### src/rtl/truth_table_sequencer_pkg.sv
// Shared types and sizes for the truth-table sequencer: the FSM state
// encoding and the vector/table geometry of a 3-input logic function.
package truth_table_sequencer_pkg;

   localparam int NUM_VECTORS = 8;
   localparam int VEC_W       = 3;
   localparam int TABLE_W     = 8;
   localparam int CNT_W       = 8;

   typedef enum logic [1:0] {
      ST_IDLE,
      ST_SETTLE,
      ST_SAMPLE,
      ST_DONE
   } state_t;

endpackage

### src/rtl/truth_table_sequencer_settle_timer.sv
// Settle countdown: load captures a start value, then the count falls by
// one per cycle and parks at zero; zero flags the end of the settle window.
module settle_timer
   import truth_table_sequencer_pkg::*;
(
   input  logic             clk,
   input  logic             reset,
   input  logic             load,
   input  logic [CNT_W-1:0] value,
   output logic             zero
);

   logic [CNT_W-1:0] count;

   always_ff @(posedge clk) begin
      if (reset) begin
         count <= '0;
      end else if (load) begin
         count <= value;
      end else if (count != '0) begin
         count <= count - 1'b1;
      end
   end

   assign zero = (count == '0);

endmodule

### src/rtl/truth_table_sequencer.sv
// Sweeps a 3-input combinational function through inputs 000..111, waits
// SETTLE_CYCLES per vector, and assembles the 8-bit truth table (MSB = 000).
module truth_table_sequencer
   import truth_table_sequencer_pkg::*;
#(
   parameter int SETTLE_CYCLES = 4
)
(
   input  logic               clk,
   input  logic               reset,
   input  logic               start,
   input  logic [TABLE_W-1:0] expected,
   output logic [VEC_W-1:0]   dut_in,
   input  logic               dut_out,
   output logic               busy,
   output logic               done,
   output logic [TABLE_W-1:0] table_out,
   output logic               match,
   output state_t             dbg_state
);

   localparam logic [CNT_W-1:0] RELOAD   = CNT_W'(SETTLE_CYCLES - 1);
   localparam logic [VEC_W-1:0] LAST_IDX = VEC_W'(NUM_VECTORS - 1);
   localparam logic [VEC_W-1:0] MSB_IDX  = VEC_W'(TABLE_W - 1);

   state_t             state, state_n;
   logic [VEC_W-1:0]   idx, idx_n;
   logic [TABLE_W-1:0] exp_q, exp_n;
   logic [TABLE_W-1:0] table_n;
   logic               match_n, busy_n, done_n;
   logic               load, zero;

   settle_timer u_settle_timer (
      .clk   (clk),
      .reset (reset),
      .load  (load),
      .value (RELOAD),
      .zero  (zero)
   );

   // Handshake: start is accepted only on an IDLE edge; busy rises on that
   // edge and falls on the edge entering DONE, where done pulses for one cycle.
   always_comb begin
      state_n = state;
      idx_n   = idx;
      exp_n   = exp_q;
      table_n = table_out;
      match_n = match;
      busy_n  = busy;
      done_n  = 1'b0;
      load    = 1'b0;
      case (state)
         ST_IDLE: begin
            if (start) begin
               idx_n   = '0;
               table_n = '0;
               match_n = 1'b0;
               exp_n   = expected;
               busy_n  = 1'b1;
               load    = 1'b1;
               state_n = ST_SETTLE;
            end
         end
         ST_SETTLE: begin
            if (zero) state_n = ST_SAMPLE;
         end
         ST_SAMPLE: begin
            table_n[MSB_IDX - idx] = dut_out;
            if (idx == LAST_IDX) begin
               // Match is resolved with the final bit so it is valid alongside done.
               match_n = (table_n == exp_q);
               done_n  = 1'b1;
               busy_n  = 1'b0;
               state_n = ST_DONE;
            end else begin
               idx_n   = idx + 1'b1;
               load    = 1'b1;
               state_n = ST_SETTLE;
            end
         end
         ST_DONE: begin
            state_n = ST_IDLE;
         end
         default: begin
            state_n = ST_IDLE;
         end
      endcase
   end

   always_ff @(posedge clk) begin
      if (reset) begin
         state     <= ST_IDLE;
         idx       <= '0;
         exp_q     <= '0;
         table_out <= '0;
         match     <= 1'b0;
         busy      <= 1'b0;
         done      <= 1'b0;
      end else begin
         state     <= state_n;
         idx       <= idx_n;
         exp_q     <= exp_n;
         table_out <= table_n;
         match     <= match_n;
         busy      <= busy_n;
         done      <= done_n;
      end
   end

   assign dut_in    = idx;
   assign dbg_state = state;

endmodule
### config.mk
export PLATFORM = sky130hd
export DESIGN_NAME = truth_table_sequencer
export DESIGN_NICKNAME = d
export VERILOG_FILES = /design/src/rtl/truth_table_sequencer_pkg.sv /design/src/rtl/truth_table_sequencer_settle_timer.sv /design/src/rtl/truth_table_sequencer.sv
export SDC_FILE = /design/constraint.sdc
export NUM_CORES = 1
export LEC_CHECK = 0
export CAP_MARGIN = 20
export CORE_MARGIN = 4
export CORE_UTILIZATION = 53
export CTS_BUF_LIST = sky130_fd_sc_hd__clkbuf_16
export CTS_CLUSTER_SIZE = 14
export DETAILED_ROUTE_END_ITERATION = 8
export PLACE_DENSITY = 0.82
export SLEW_MARGIN = 20
export SYNTH_ARGS = -nofsm -noshare
export SYNTH_HDL_FRONTEND = slang
export SYNTH_HIERARCHICAL = 1
export SYNTH_SLANG_ARGS = --single-unit
### constraint.sdc
create_clock -name clk -period 2.4 [get_ports clk]
set_input_delay 0.48 -clock clk [delete_from_list [all_inputs] [get_ports clk]]
set_output_delay 0.48 -clock clk [all_outputs]
set_load 0.1 [all_outputs]
==> flow_summary.yaml <==
run_status:
  run_status: "finished clean"
yosys:
  syn_avg_cell_area_um2: 8.56
  synth_commonest_cells: "dfxtp_1, nand2_1, nor2_1"
  post-synth-top-count-cell: "dfxtp_1"
  synth_area_mm2: 0.00181
  synth_cells: 211
  synth_cell_type_count: 50
  yosys_most_used_dff: "dfxtp_1"
  synth_top_area_share_pct: 35.5
  post_synth_main_area_contributors: "dfxtp_1, nand2_1, nor2_1"
  synth_seq_cells: 32
  postSynth.asyncResetShare_pct: 0
  yosys.area.top_type: "dfxtp_1"
  synth_edf_count: 0
  yosysWarningCount: 6
  share_of_the_yosys_chip_area_belonging_to_registers_pct: 35.5
global_routing:
  grt_usage_pct: 20.5
  use_met2_pct: 34.3
  grt_antenna_before_repair: 0
  grt_use_met3_pct: 4.08
  grt_first_pass_wirelength_um: 6910
  grt_start_max_net_pins: 18
  top_usage_layer: "met2"
  total_overflow_reported_by_the_global_router: 0
  first_global_vias: 1511
  gr-usage-met1_pct: 24.8
clock_network:
  ctsRootBufferMaster: "clkbuf_16"
  clk_latency_ps: 270
  cts.reportedPaths.clkPinSlew_ps: 50
  cts.repair_timing.setup_buffer_count: 0
  cts_tree: "yes"
  cts.sink_count: 32
  htree_levels: 2
  cts_max_path_buffers: 2
  postCtsHoldBufs: 0
  count_of_instances_resized_after_the_clock_tree_is_built: 0
  cts_made_buffers: 5
detailed_routing:
  drt-pass1-iter-count: 4
  drtIter0Drc: 157
  routed_wire_length_per_instance_um: 14.4
  drc_violation_count_after_routing: 0
  route.antenna.remaining_nets: 0
  viasPerCell: 5.63
  wirelength_um: 4210
  route.vias.total: 1651
setup_path:
  timing.critical_path.slowest_stage_cell: "dfxtp_2"
  cell_family_with_the_largest_share_of_critical_path_delay: "simple AND/OR/NAND/NOR gates"
  worstSetupEndpointType: "flip-flop"
  timing.rr.start: "dut_in[0]$_SDFFE_PP0P_"
  crit_chain: "ha_1 > ha_1 > nor2_1 > nor2_1 > inv_1 > or2_2 > o32ai_1"
  cp.buffers_inverters: 1
  reg2reg_setup_slack_ps: 290
  rr_endpoint: "u_settle_timer/count[5]$_SDFFE_PP0P_"
  cpPeakStageDelay_ps: 540
  crit_path_end: "u_settle_timer/count[5]$_SDFFE_PP0P_"
  critical_path_required_ps: 2570
  crit_arrival_ps: 2280
  worstSetupStartpointType: "flip-flop"
  worst-r2r-cell-count: 7
  critical_path.startpoint: "dut_in[0]$_SDFFE_PP0P_"
  critPathKind: "reg2reg"
  critical_path_peak_fanout: 17
  crit_cells: 7
die:
  die-area_mm2: 0.00440
  core.rowCount: 20
  die_width_um: 66.4
  design.portCount: 28
  fp.dieH_um: 66.4
  floorplan.initialDensity_pct: 57.3
  std_cell_core_area_mm2: 0.00315
place:
  numPortBuffers: 27
  detailedPlacementHpwl_um: 2950
  placed_cells: 285
  placer_s_final_routability_congestion_estimate: 0.882
power_and_ir_drop:
  leakage_dissipation_nw: 0.904
  pwr_density_cell_mw_per_mm2: 807
  worst_supply_voltage_drop_on_vdd_v: 0.000607
sta:
  tns_ps: 0
  timing_max_transition_violations_final: 0
  fin_crit_sh_pct: 88.0
  final.min_clock_period_ps: 2110
  setup_viol: 0
  fin_hold_ws_ps: 503
  rsz0062_at_grt: "false"
  hold_viol: 0
  timing.clock.skew_ps: 2.09
  fmaxAchievable_mhz: 474
finish:
  insertedDiodeCount: 0
  multi_input_area_mm2: 0.00109
  layoutNonFillerInstCount: 293
  n_fill_cell: 277
  layout-drive-gt1-share_pct: 18.5
  layout.area.seq_um2: 643
  area.growth.synth_to_final_pct: 24.4
  nNetsFinal: 263
flow_run:
  maxCapViolations: 0
worst_hold_path:
  hold_class: "reg2reg"
==> layout by cell type (no fill, tap or decap), types with 5 or more instances in the layout <==
master / instances
clkbuf_16: 5
a21oi_1: 14
nor3b_1: 5
mux2i_1: 5
o21ai_0: 11
a22oi_1: 10
dfxtp_1: 30
buf_4: 25
nor2_1: 22
clkdlybuf4s50_1: 11
conb_1: 8
inv_1: 8
nand2b_1: 6
nand2_1: 24
xnor2_1: 8
nor3_1: 6
==> worst min-delay path: cells and delay by family (launching register included) <==
kind / cells / cell delay, ps
compound gates: 1 / 50
flops: 1 / 330
simple gates: 1 / 70
==> metal layers <==
layer | up-vias | routed length, um
met5 | - | 0
met1 | 772 | 1740
li1 | 821 | -
met2 | 47 | 2160
met4 | 0 | 87
met3 | 11 | 224
==> kinds of logic after synthesis <==
family / count (synthesis) / share of synthesized area, %
buffers and inverters: 18 / 5.34
DFF: 32 / 35.5
and+or+nand+nor: 88 / 29.0
AOI/OAI and AO/OA: 53 / 19.9
xor gates and xnor gates: 9 / 4.37
muxes: 6 / 3.40
other: 2 / 0.416
adders and majority gates: 3 / 2.08
==> sequential cells by signal, summed over array words and instances (netlist names) <==
signal / cells
busy: 1
dbg_state: 2
done: 1
dut_in: 3
exp_q: 8
match: 1
table_out: 8
u_settle_timer/count: 8
==> final cells by class <==
cell class,count,area share [%]
multi-input cells,167,48.6
clock buffers,5,5.57
flip-flops and latches,32,28.6
well taps,44,2.45
repair buffers,36,13.3
clock inverters,3,0.501
inverters,6,1.00
==> metrics by stage <==
step	utilization (%)	cell area [um^2]	power, mW	setup WS (ps)
finish	71.2	2250	1.81	289
global route	71.2	2250	1.92	151
CTS	71.2	2250	1.82	311
detailed placement	66.9	2110	1.23	230
global placement	66.9	2110	1.22	294
floorplan	-	1830	1.12	89.2
==> worst min-delay path by stage <==
| stage | slack (ps) | from | cells past startpoint | endpoint |
|---|---|---|---|---|
| after floorplan | 460 | exp_q[0]$_SDFFE_PP0N_ | 2 | exp_q[0]$_SDFFE_PP0N_ |
| final | 500 | exp_q[0]$_SDFFE_PP0N_ | 2 | exp_q[0]$_SDFFE_PP0N_ |
| after global placement | 470 | busy$_SDFFE_PP0P_ | 2 | busy$_SDFFE_PP0P_ |
| after detailed placement | 490 | exp_q[0]$_SDFFE_PP0N_ | 2 | exp_q[0]$_SDFFE_PP0N_ |
| after CTS | 500 | exp_q[0]$_SDFFE_PP0N_ | 2 | exp_q[0]$_SDFFE_PP0N_ |
| after global routing | 530 | exp_q[0]$_SDFFE_PP0N_ | 2 | exp_q[0]$_SDFFE_PP0N_ |
==> where the power goes <==
part,total [mW],switching (mW),internal (mW)
combinational,0.545,0.303,0.242
clock,0.579,0.207,0.372
sequential,0.689,0.0881,0.601
Note: power is estimated with default switching activity, not from simulation.
